File: config.mk
export PLATFORM = sky130hd
export DESIGN_NAME = xserial_tx_fifo_chan
export DESIGN_NICKNAME = d
export VERILOG_FILES = /design/src/rtl/xcore_pkg.sv /design/src/rtl/xcore_sync_fifo.sv /design/src/rtl/xserial_tx_fifo_chan.sv
export SDC_FILE = /design/constraint.sdc
export NUM_CORES = 1
export LEC_CHECK = 0
export CAP_MARGIN = 30
export CORE_ASPECT_RATIO = 0.75
export CORE_MARGIN = 1
export CORE_UTILIZATION = 50
export CTS_CLUSTER_SIZE = 30
export DETAILED_ROUTE_END_ITERATION = 12
export PLACE_DENSITY_LB_ADDON = 0.12
export SYNTH_ARGS = -nofsm -noshare
export SYNTH_HDL_FRONTEND = slang
export SYNTH_SLANG_ARGS = --single-unit
File: constraint.sdc
create_clock -name xbus_clock -period 9.6 [get_ports xbus_clock]
set_clock_uncertainty 0.15 [all_clocks]
set_input_delay 1.44 -clock xbus_clock [delete_from_list [all_inputs] [get_ports xbus_clock]]
set_output_delay 1.44 -clock xbus_clock [all_outputs]
set_load 0.05 [all_outputs]
File: src/rtl/xcore_pkg.sv
// xcore_pkg: shared FSM state type and parity-mode constants for the XSerial transmit path
package xcore_pkg;

    typedef enum logic [2:0] {IDLE, START, DATA, PARITY, STOP} tx_state_e;

    localparam int PARITY_NONE = 0;
    localparam int PARITY_EVEN = 1;
    localparam int PARITY_ODD  = 2;

endpackage

File: src/rtl/xcore_sync_fifo.sv
// xcore_sync_fifo: single-clock FIFO with a level counter and synchronous flush
module xcore_sync_fifo #(
    parameter int DATA_W = 12,
    parameter int DEPTH  = 4
) (
    input  logic                       clk_i,
    input  logic                       rst_ni,
    input  logic                       push_i,
    input  logic [DATA_W-1:0]          data_i,
    input  logic                       pop_i,
    input  logic                       flush_i,
    output logic [DATA_W-1:0]          data_o,
    output logic [$clog2(DEPTH+1)-1:0] level_o,
    output logic                       full_o,
    output logic                       empty_o
);

    localparam int PTR_W = $clog2(DEPTH);
    localparam int LVL_W = $clog2(DEPTH + 1);

    logic [DATA_W-1:0] mem_q [DEPTH];
    logic [PTR_W-1:0]  wr_q, rd_q;
    logic [LVL_W-1:0]  level_q, level_d;
    logic              push_ok, pop_ok;

    assign full_o  = level_q == LVL_W'(DEPTH);
    assign empty_o = level_q == '0;
    assign push_ok = push_i && !full_o && !flush_i;
    assign pop_ok  = pop_i && !empty_o && !flush_i;
    assign data_o  = mem_q[rd_q];
    assign level_o = level_q;

    // a simultaneous push and pop leaves the level unchanged
    always_comb
        level_d = level_q + LVL_W'(push_ok) - LVL_W'(pop_ok);

    // storage array carries no reset; only entries below the level are ever read
    always_ff @(posedge clk_i)
        if (push_ok) mem_q[wr_q] <= data_i;

    // pointers wrap naturally; flush empties the queue in one cycle
    always_ff @(posedge clk_i or negedge rst_ni) begin
        if (!rst_ni) begin
            wr_q    <= '0;
            rd_q    <= '0;
            level_q <= '0;
        end else if (flush_i) begin
            wr_q    <= '0;
            rd_q    <= '0;
            level_q <= '0;
        end else begin
            if (push_ok) wr_q <= wr_q + 1'b1;
            if (pop_ok) rd_q <= rd_q + 1'b1;
            level_q <= level_d;
        end
    end

endmodule

File: src/rtl/xserial_tx_fifo_chan.sv
// xserial_tx_fifo_chan: buffered XSerial transmitter (start, data LSB first, parity, stop bits)
module xserial_tx_fifo_chan
    import xcore_pkg::*;
#(
    parameter int DATA_W      = 12,
    parameter int DEPTH       = 4,
    parameter int BIT_DIV     = 1,
    parameter int PARITY_MODE = PARITY_EVEN,
    parameter int STOP_BITS   = 1
) (
    input  logic                       xbus_clock,
    input  logic                       xbus_reset_n,
    input  logic [DATA_W-1:0]          frame_data,
    input  logic                       frame_valid,
    output logic                       frame_ready,
    input  logic                       halted,
    input  logic                       flush,
    output logic                       xserial_tx_data,
    output logic                       tx_busy,
    output logic                       frame_sent,
    output logic [$clog2(DEPTH+1)-1:0] fifo_level
);

    localparam int DIV_W = (BIT_DIV > 1) ? $clog2(BIT_DIV) : 1;
    localparam int CNT_W = $clog2(DATA_W);
    localparam logic [DIV_W-1:0] DIV_LAST  = DIV_W'(BIT_DIV - 1);
    localparam logic [CNT_W-1:0] DATA_LAST = CNT_W'(DATA_W - 1);
    localparam logic [CNT_W-1:0] STOP_LAST = CNT_W'(STOP_BITS - 1);

    tx_state_e         state_q;
    logic [DIV_W-1:0]  div_q;
    logic [CNT_W-1:0]  bit_q;
    logic [DATA_W-1:0] shift_q, head;
    logic              par_q, tx_q, sent_q, tx_d;
    logic              full, empty, bit_end, frame_end, pop;

    xcore_sync_fifo #(.DATA_W(DATA_W), .DEPTH(DEPTH)) u_fifo (
        .clk_i  (xbus_clock),
        .rst_ni (xbus_reset_n),
        .push_i (frame_valid && frame_ready),
        .data_i (frame_data),
        .pop_i  (pop),
        .flush_i(flush),
        .data_o (head),
        .level_o(fifo_level),
        .full_o (full),
        .empty_o(empty)
    );

    assign frame_ready     = !full && !flush;
    assign bit_end         = div_q == DIV_LAST;
    assign frame_end       = state_q == STOP && bit_end && bit_q == STOP_LAST;
    assign pop             = (state_q == IDLE || frame_end) && !empty && !halted && !flush;
    assign tx_busy         = state_q != IDLE;
    assign xserial_tx_data = tx_q;
    assign frame_sent      = sent_q;

    // line value for the bit the FSM holds this cycle; registered so the line is glitch-free
    always_comb
        tx_d = flush                ? 1'b1 :
               state_q == START     ? 1'b0 :
               state_q == DATA      ? shift_q[0] :
               state_q == PARITY    ? par_q ^ (PARITY_MODE == PARITY_ODD) :
                                      1'b1;

    // frame sequencer: a pop starts a frame from IDLE or straight after the last stop bit
    always_ff @(posedge xbus_clock or negedge xbus_reset_n) begin
        if (!xbus_reset_n) begin
            state_q <= IDLE;
            div_q   <= '0;
            bit_q   <= '0;
            shift_q <= '0;
            par_q   <= 1'b0;
            tx_q    <= 1'b1;
            sent_q  <= 1'b0;
        end else begin
            tx_q   <= tx_d;
            sent_q <= frame_end && !flush;
            div_q  <= (state_q == IDLE || bit_end || flush) ? '0 : div_q + 1'b1;
            if (pop) begin
                state_q <= START;
                shift_q <= head;
                par_q   <= 1'b0;
                bit_q   <= '0;
            end else if (flush) begin
                state_q <= IDLE;
                bit_q   <= '0;
            end else if (bit_end) begin
                case (state_q)
                    START:  state_q <= DATA;
                    DATA: begin
                        shift_q <= shift_q >> 1;
                        par_q   <= par_q ^ shift_q[0];
                        bit_q   <= (bit_q == DATA_LAST) ? '0 : bit_q + 1'b1;
                        if (bit_q == DATA_LAST)
                            state_q <= (PARITY_MODE != PARITY_NONE) ? PARITY : STOP;
                    end
                    PARITY: state_q <= STOP;
                    STOP: begin
                        bit_q <= frame_end ? '0 : bit_q + 1'b1;
                        if (frame_end) state_q <= IDLE;
                    end
                    default: state_q <= IDLE;
                endcase
            end
        end
    end

endmodule

# == Yosys cells after proc, flatten, opt, wreduce, memory -nomap -nowiden ==
# Memory sizes are Yosys's and may differ from the RTL's.
# Cells that the tools add are included.
# word_totals
ff_bits,30
ramBits,48
wordCells,92
memories,1
# mem_list
memory,words,width,rd,rd_clocked_by_memory_dff,wr,line,rtl
u_fifo.mem_q,4,12,1,0,1,xcore_sync_fifo.sv:21,logic [DATA_W-1:0] mem_q [DEPTH];
# classes
n_addsub,6
n_eq_ne,11
muxes,32
bitwise_logic,2
reduce_logical,30
# ops
op,count
12-bit 2-to-1 mux,4
4-bit 2-to-1 mux,5
3-bit 2-to-1 mux,6
1-bit logical AND,12
3-bit one-hot mux with 4 select lines,1
1-bit 2-to-1 mux,11
2-bit 2-to-1 mux,4
4-bit one-hot mux with 2 select lines,1
"3-bit by 2-bit == test with 1-bit output, second input constant",2
"3-bit == test, second input constant",2
3-bit logical NOT,2
3-bit AND reduction,2
2-bit nonzero test,3
"2-bit by 1-bit adder with 2-bit output, second input constant",2
"4-bit by 1-bit adder with 4-bit output, second input constant",1
"4-bit == test, second input constant",1
1-bit logical NOT,4
4-bit logical NOT,1
"2-bit by 1-bit inequality test with 1-bit output, second input constant",2
"4-bit by 2-bit inequality test with 1-bit output, second input constant",1
"4-bit by 3-bit inequality test with 1-bit output, second input constant",1
4-bit nonzero test,1
3-bit by 1-bit adder with 3-bit output,1
"3-bit by 1-bit == test with 1-bit output, second input constant",1
8 further kinds,10

# == Logic depth before layout (Yosys ltp) ==
# Gate-level depths: netlist (run 1).
# depth
depth_word,11
depth_mapped,13

# == By module ==
# Synthesis (run 1) repeated with hierarchy kept, for this count alone.
# unflattened
hier_cells,233
area_unflattened_um2,3497.1
# modules_own_cells
module,instances,cells_each,area_per_inst_um2
xcore_sync_fifo,1,110,2222.1
xserial_tx_fifo_chan,1,123,1275.0

# == Worst setup path after synthesis (run 1) ==
# OpenSTA, ideal clock, no wires.
# synth_path
path_type,input-to-output
startpoint,input flush
endpoint,output frame_ready
arrival_ns,2.403
t_required_ns,8.010
path_slack_ns,5.607
cell_stages,2
path_buffers,1
path_cell_list,clkbuf_1 -> a21oi_1
# synth_via
elab_chain_len,2
# synth_rtl
element,line,rtl
start: declaration,xserial_tx_fifo_chan.sv:17,"input logic flush,"
1-bit logical NOT,xserial_tx_fifo_chan.sv:50,assign frame_ready = !full && !flush;
1-bit logical AND,xserial_tx_fifo_chan.sv:50,
end: declaration,xserial_tx_fifo_chan.sv:15,"output logic frame_ready,"
# Every way passes these cells.

# == Worst setup path after layout (run 1) ==
# Same ends and word-level chain as after synthesis.

==> impl_metrics.py, run 1 <==
metrics = {
    "sta": {
        "setup_viol": 0,
        "timing.final.max_slew_violations": 0,
        "max_clock_freq_ghz": 0.207,
        "timing.final.crit_share": 0.503,
        "rsz_0062_raised_after_global_routing": "false",
        "timing_hold_violations_final": 0,
        "fin_ws_ps": 4770,
        "finalWorstPathRequiredPeriod_ps": 4830,
        "worst_pin_slew_ps": 862,
        "slew_headroom": 0.425,
        "setup-tns-final_ps": 0,
    },
    "setup_path": {
        "critical_path_launch_point": "flush",
        "timing.critical_path.slowest_stage_cell": "sky130_fd_sc_hd__clkdlybuf4s50_1",
        "timing.reg2reg.worst_path_depth": 13,
        "critPathMostFrequentCell": "sky130_fd_sc_hd__clkdlybuf4s50_1",
        "timing.critical_path.to_type": "primary output",
        "timing.reg2reg.setup_slack_ps": 6290,
        "timing.rr.end": "u_fifo.level_o[2]",
        "setup.worst_path.start_class": "input port",
        "crit_required_ps": 8010,
        "worstSetupPathType": "input port to primary output",
        "worstPathMaxFanout": 16,
        "regToRegStartpoint": "bit_q[0]",
        "cpPeakStageDelay_ps": 830,
        "worst_path_dominant_cell_family": "buffers and inverters",
        "crit_buf_inv": 2,
        "crit_path_cell_trace": "clkdlybuf4s50_1 -> a21oi_1 -> clkdlybuf4s50_1",
        "crit_arrival_ps": 3240,
    },
    "synthesis": {
        "async_reset_ff_frac": 0.385,
        "yosys.cell_types.count": 41,
        "synthesis.nets": 253,
        "yosysWarningCount": 0,
        "synth_sequential_area_ratio": 0.654,
        "number_of_synthesized_flops_with_an_enable_pin": 48,
        "syn-cell-area_mm2": 0.00335,
        "netlist_instances": 227,
        "most_used_flip_flop_cell_after_synthesis": "sky130_fd_sc_hd__edfxtp_1",
        "syn-mean-instance-area_um2": 14.8,
        "synth-seq-cells": 78,
    },
    "floorplan": {
        "floorplan.die.height_um": 72.9,
        "floorplan.initialDensity": 0.525,
        "io_pins": 24,
        "fp-row-count": 25,
        "area_of_the_die_mm2": 0.00704,
        "die_x_um": 96.5,
        "fp.coreArea_mm2": 0.00638,
    },
    "cts": {
        "ctsLongestPathBuffers": 2,
        "tritoncts": "built",
        "clock_tree.htree_level_count": 3,
        "insertion_delay_ps": 350,
        "path_clk_slew_ps": 80,
        "resize_count_post_cts": 0,
        "cts_num_sinks": 78,
        "cts-buffers-inserted": 9,
        "cts_hold_buf": 0,
        "cts_root_buf": "sky130_fd_sc_hd__clkbuf_8",
        "cts_post_setup_buffers_inserted": 0,
    },
    "finish": {
        "synthToLayoutAreaGrowth_pct": 13.8,
        "layout_common_cells": "sky130_fd_sc_hd__edfxtp_1 (48), sky130_fd_sc_hd__dfrtp_1 (29), sky130_fd_sc_hd__clkdlybuf4s50_1 (23)",
        "post_route_cells_drive_above_1_share": 0.152,
        "layout_commonest_cell": "sky130_fd_sc_hd__edfxtp_1",
        "antennaDiodeCount": 0,
        "post_layout_nonfiller_instances": 338,
        "fillCellCount": 507,
        "final_net_count": 278,
    },
    "power_and_ir_drop": {
        "cellPowerDensity_mw_per_mm2": 225,
        "vdd_drop_max_v": 0.000117,
        "p_leak_nw": 1.44,
    },
    "routing": {
        "residual_drc_count": 0,
        "final_antenna_net_count": 0,
        "drtIter0Drc": 89,
        "route.detailed.wl_per_inst_um": 15.2,
        "detail_route.vias_per_cell": 5.29,
        "first_pass_iters": 4,
        "vias": 1789,
        "routed_wirelength_mm": 5.15,
    },
    "grt": {
        "first_pass_grt_wire_length_mm": 8.47,
        "maximum_number_of_pins_on_one_net_before_global_route_repair": 31,
        "globalRouteOverflowTotal": 0,
        "first_global_vias": 1669,
        "antenna_found_initial": 0,
        "total_grt_usage": 0.171,
    },
    "placement": {
        "placement.io_buffers": 23,
        "detailedPlace.worstSlack_ps": 4760,
        "final_weighted_congestion_of_routability_driven_global_placement": 0.714,
        "dpl.hpwl_mm": 3.41,
        "place_inst": 322,
    },
    "min_path": {
        "hold_path.class": "flop to flop",
        "holdPathStages": 2,
        "worstHoldStart": "shift_q[11]",
        "min_delay_worst_endpoint": "shift_q[11]",
    },
    "flow_run": {
        "timing.max_cap.violations": 0,
    },
    "status": {
        "run_status": "finished clean",
    },
}
-- metrics by stage --
stage / util / total power, mW / area (µm²) / hold slack [ps]
floorplan: - / 0.596 / 3350 / 337
global placement: 0.571 / 0.648 / 3640 / 365
detailed placement: 0.571 / 0.650 / 3640 / 372
CTS: 0.598 / 0.865 / 3820 / 386
global route: 0.598 / 0.903 / 3820 / 413
finish: 0.598 / 0.857 / 3820 / 388
-- flip-flops by register name (all words and copies together) (netlist names), 2 cells and up --
name            flops
u_fifo.level_o      3
u_fifo.wr_q         2
u_fifo.mem_q       48
bit_q               4
state_q             3
shift_q            12
u_fifo.rd_q         2
-- synthesized netlist by cell type (3+ instances only) --
master / instances / area (µm²)
sky130_fd_sc_hd__edfxtp_1: 48 / 1440
sky130_fd_sc_hd__dfrtp_1: 29 / 726
sky130_fd_sc_hd__nand2_1: 21 / 78.8
sky130_fd_sc_hd__mux2i_1: 12 / 120
sky130_fd_sc_hd__mux4_2: 12 / 270
sky130_fd_sc_hd__nor2_1: 12 / 45.0
sky130_fd_sc_hd__o21ai_0: 12 / 60.1
sky130_fd_sc_hd__inv_1: 10 / 37.5
sky130_fd_sc_hd__ha_1: 8 / 100
sky130_fd_sc_hd__a21oi_1: 7 / 35.0
sky130_fd_sc_hd__or3_1: 5 / 31.3
sky130_fd_sc_hd__and2_1: 4 / 25.0
sky130_fd_sc_hd__buf_2: 4 / 20.0
sky130_fd_sc_hd__clkbuf_1: 4 / 15.0
sky130_fd_sc_hd__nand3_1: 3 / 15.0
sky130_fd_sc_hd__xnor2_1: 3 / 26.3
-- layout make-up --
| class | count | area, µm² | area share |
|---|---|---|---|
| Clock buffer | 10 | 128 | 0.0334 |
| Clock inverter | 6 | 47.5 | 0.0125 |
| Inverter | 10 | 37.5 | 0.00984 |
| Multi-Input combinational cell | 128 | 1060 | 0.279 |
| Sequential cell | 78 | 2190 | 0.575 |
| Tap cell | 81 | 101 | 0.0266 |
| Timing Repair Buffer | 25 | 245 | 0.0643 |
-- power breakdown --
| group | internal (mW) | switching (mW) | leakage (nW) | total, mW |
|---|---|---|---|---|
| combinational | 0.0934 | 0.0989 | 0.528 | 0.192 |
| sequential | 0.403 | 0.0442 | 0.829 | 0.447 |
| clock | 0.0956 | 0.122 | 0.0868 | 0.217 |
| total | 0.592 | 0.265 | 1.44 | 0.857 |
-- worst register-to-register path: cells and delay by family (launching register included) --
kind                     cells  cell delay [ps]
AO/OA/AOI/OAI                1              360
XOR/XNOR                     2              300
flip-flops                   1              420
AND/OR/NAND/NOR              2              560
buffers and inverters        4              480
adder cells (fa/ha/maj)      4              910
-- worst max path at each step --
stage	end	slack [ps]	cells after the start
2_1_floorplan	frame_ready	5610	2
3_3_place_gp	frame_ready	4790	3
3_5_place_dp	frame_ready	4760	3
4_1_cts	frame_ready	4750	3
5_1_grt	frame_ready	4640	3
6_report	frame_ready	4770	3
-- routing by layer --
metal	global-route usage	vias to the layer above	part of all wire
li1	-	879	-
met1	0.260	871	0.52
met2	0.225	31	0.43
met3	0.0563	8	0.044
met4	0.0735	0	0.015
met5	0	-	0
-- cell families (layout without fill, tap and decap cells) --
kind of cell / after synthesis / after routing / share of synthesized area
adder cells (fa/ha/maj): 9 / 9 / 0.0358
flip-flops: 78 / 78 / 0.654
buffers and inverters: 21 / 51 / 0.0284
AO/OA/AOI/OAI: 30 / 30 / 0.0597
multiplexers: 25 / 25 / 0.120
AND/OR/NAND/NOR: 58 / 58 / 0.0877
XOR/XNOR: 5 / 5 / 0.0131
other: 1 / 1 / 0.00112
No activity file was read; power rests on OpenSTA's default activity.
==> run 2: changes to the inputs <==
==> constraint.sdc (replaced) <==
create_clock -name xbus_clock -period 4.2 [get_ports xbus_clock]
set_clock_uncertainty 0.15 [all_clocks]
set_input_delay 0.63 -clock xbus_clock [delete_from_list [all_inputs] [get_ports xbus_clock]]
set_output_delay 0.63 -clock xbus_clock [all_outputs]
set_load 0.05 [all_outputs]
==> run 2 against run 1 <==
  * Worst setup slack worse by 3600 ps
  * Non-clock buffer count is 2 higher
  * Sequential cell count did not move
  * Sequential share of layout area shrank 0.69 points
  * Critical path depth grew 9
  * Die area is the same
  * Via count grew 1.9%
  * Register-to-register slack got worse by 5100 ps
  * First-iteration DRC count decreased by 15%
  * Clock-buffer cell count fell by 1
  * Total power rose by 140%
  * Sequential power grew 130%
  * Largest power group unchanged
==> impl_metrics.py, run 2 (synthesis results as in run 1) <==
metrics = {
    "routing": {
        "residual_drc_count": 0,
        "routed_wirelength_mm": 5.24,
        "detail_route.vias_per_cell": 5.36,
        "first_pass_iters": 4,
        "route.detailed.wl_per_inst_um": 15.4,
        "final_antenna_net_count": 0,
        "drtIter0Drc": 76,
        "vias": 1823,
    },
    "floorplan": {
        "floorplan.die.height_um": 72.9,
        "fp-row-count": 25,
        "fp.coreArea_mm2": 0.00638,
        "area_of_the_die_mm2": 0.00704,
        "floorplan.initialDensity": 0.525,
        "die_x_um": 96.5,
        "io_pins": 24,
    },
    "sta": {
        "timing_hold_violations_final": 0,
        "smallest_hold_slack_ps": 393,
        "finalWorstPathRequiredPeriod_ps": 3010,
        "rsz_0062_raised_after_global_routing": "false",
        "setup_viol": 0,
        "timing.final.max_slew_violations": 0,
        "slew_headroom": 0.419,
        "setup-tns-final_ps": 0,
        "timing.final.crit_share": 0.717,
        "worst_pin_slew_ps": 871,
        "max_clock_freq_ghz": 0.332,
    },
    "finish": {
        "layout_commonest_cell": "sky130_fd_sc_hd__edfxtp_1",
        "final_cell_area_mm2": 0.00386,
        "post_layout_nonfiller_instances": 340,
        "layout_common_cells": "sky130_fd_sc_hd__edfxtp_1 (48), sky130_fd_sc_hd__dfrtp_1 (29), sky130_fd_sc_hd__clkdlybuf4s50_1 (23)",
        "largestRegisters": "u_fifo.mem_q (48), shift_q (12), bit_q (4)",
        "antennaDiodeCount": 0,
        "final_net_count": 280,
        "post_route_cells_drive_above_1_share": 0.162,
        "largest_register_ffs": 48,
        "synthToLayoutAreaGrowth_pct": 15.2,
        "fillCellCount": 526,
        "largest_register": "u_fifo.mem_q",
    },
    "placement": {
        "post_dp_cell_area_mm2": 0.00366,
        "final_weighted_congestion_of_routability_driven_global_placement": 0.683,
        "dpl.hpwl_mm": 3.54,
        "placement.io_buffers": 23,
        "place_inst": 324,
    },
    "power_and_ir_drop": {
        "vdd_drop_max_v": 0.000256,
        "combinationalPowerShare": 0.215,
        "portion_of_total_power_attributed_to_sequential_cells": 0.505,
        "p_leak_nw": 1.46,
        "switching_power_uw": 610,
        "cellPowerDensity_mw_per_mm2": 526,
        "cell_internal_pwr_mw": 1.42,
        "switching_share": 0.301,
        "clock_power_share": 0.280,
    },
    "status": {
        "run_status": "finished clean",
    },
    "min_path": {
        "worstHoldStart": "par_q",
        "hold_path.class": "flop to flop",
    },
    "setup_path": {
        "worstSetupPathType": "flop to flop",
        "setup.worst_path.start_class": "flop",
        "crit_arrival_ps": 3100,
        "timing.critical_path.to_type": "flop",
        "crit_required_ps": 4290,
        "critical_path_launch_point": "bit_q[0]",
        "worstPathMaxFanout": 5,
        "regToRegStartpoint": "bit_q[0]",
    },
    "grt": {
        "first_pass_grt_wire_length_mm": 8.74,
        "maximum_number_of_pins_on_one_net_before_global_route_repair": 31,
        "total_grt_usage": 0.176,
        "first_global_vias": 1771,
        "antenna_found_initial": 0,
        "globalRouteOverflowTotal": 0,
    },
    "cts": {
        "clock_tree.htree_level_count": 3,
        "cts_root_buf": "sky130_fd_sc_hd__clkbuf_8",
        "insertion_delay_ps": 350,
        "resize_count_post_cts": 0,
        "cts-buffers-inserted": 9,
        "path_clk_slew_ps": 80,
        "ctsLongestPathBuffers": 2,
        "cts_post_setup_buffers_inserted": 0,
        "cts_hold_buf": 0,
        "cts_num_sinks": 78,
        "tritoncts": "built",
    },
    "flow_run": {
        "timing.max_cap.violations": 0,
    },
}
## run 2: cell count changes in the layout (fill, tap and decap cells not counted), sizes merged
cell	previous run	this run
bufinv	0	1
buf	2	4
clkinv	4	2
inv	11	12
clkinvlp	1	2
clkbuf	10	9
## run 2: layout make-up
type                    count  area [µm²]  share of cell area
repair buffers             27         260              0.0674
inverters                  10        37.5             0.00972
clock buffers               9         124              0.0321
flip-flops and latches     78        2190               0.568
well taps                  81         101              0.0262
clock inverters             7        82.6              0.0214
multi-input cells         128        1060               0.275
## run 2: path summary, 6_finish.rpt
path / cells after the start / slack, ps / endpoint
max: 12 / 1190 / u_fifo.level_o[2]
min: 2 / 390 / xserial_tx_data
max reg2reg: 12 / 1190 / u_fifo.level_o[2]
min reg2reg: 2 / 390 / xserial_tx_data
max in group asynchronous: 2 / 3070 / xserial_tx_data
min in group asynchronous: 2 / 520 / u_fifo.wr_q[1]
## run 2: power by group through the flow
| stage | Clock, mW | Combinational, mW | Sequential [mW] |
|---|---|---|---|
| final | 0.568 | 0.436 | 1.03 |
| after global routing | 0.603 | 0.481 | 1.05 |
| after CTS | 0.583 | 0.444 | 1.03 |
| after floorplan | 0 | 0.340 | 1.02 |
| after detailed placement | 0 | 0.444 | 1.04 |
| after global placement | 0 | 0.433 | 1.04 |
## run 2: critical path: stages, from the launching register on
cell,delay [ps]
sky130_fd_sc_hd__dfrtp_1,420
sky130_fd_sc_hd__inv_1,70
sky130_fd_sc_hd__ha_1,120
sky130_fd_sc_hd__or4b_4,510
sky130_fd_sc_hd__a2111oi_4,380
sky130_fd_sc_hd__ha_1,280
sky130_fd_sc_hd__inv_1,50
sky130_fd_sc_hd__ha_1,140
sky130_fd_sc_hd__inv_1,50
sky130_fd_sc_hd__fa_1,370
sky130_fd_sc_hd__xor2_1,180
sky130_fd_sc_hd__xnor2_1,130
sky130_fd_sc_hd__nor2_1,50
## run 2: routing by layer
layer,share of wire,track usage
met1,0.50,0.251
met2,0.44,0.249
met3,0.042,0.0500
met4,0.014,0.0833
met5,0,0
## run 2: stage by stage
step	utilization	power [mW]	worst slack (ps)
final	0.605	2.03	1190
after global routing	0.605	2.13	978
after CTS	0.605	2.06	1160
after detailed placement	0.573	1.49	863
after global placement	0.573	1.47	915
after floorplan	-	1.36	1010
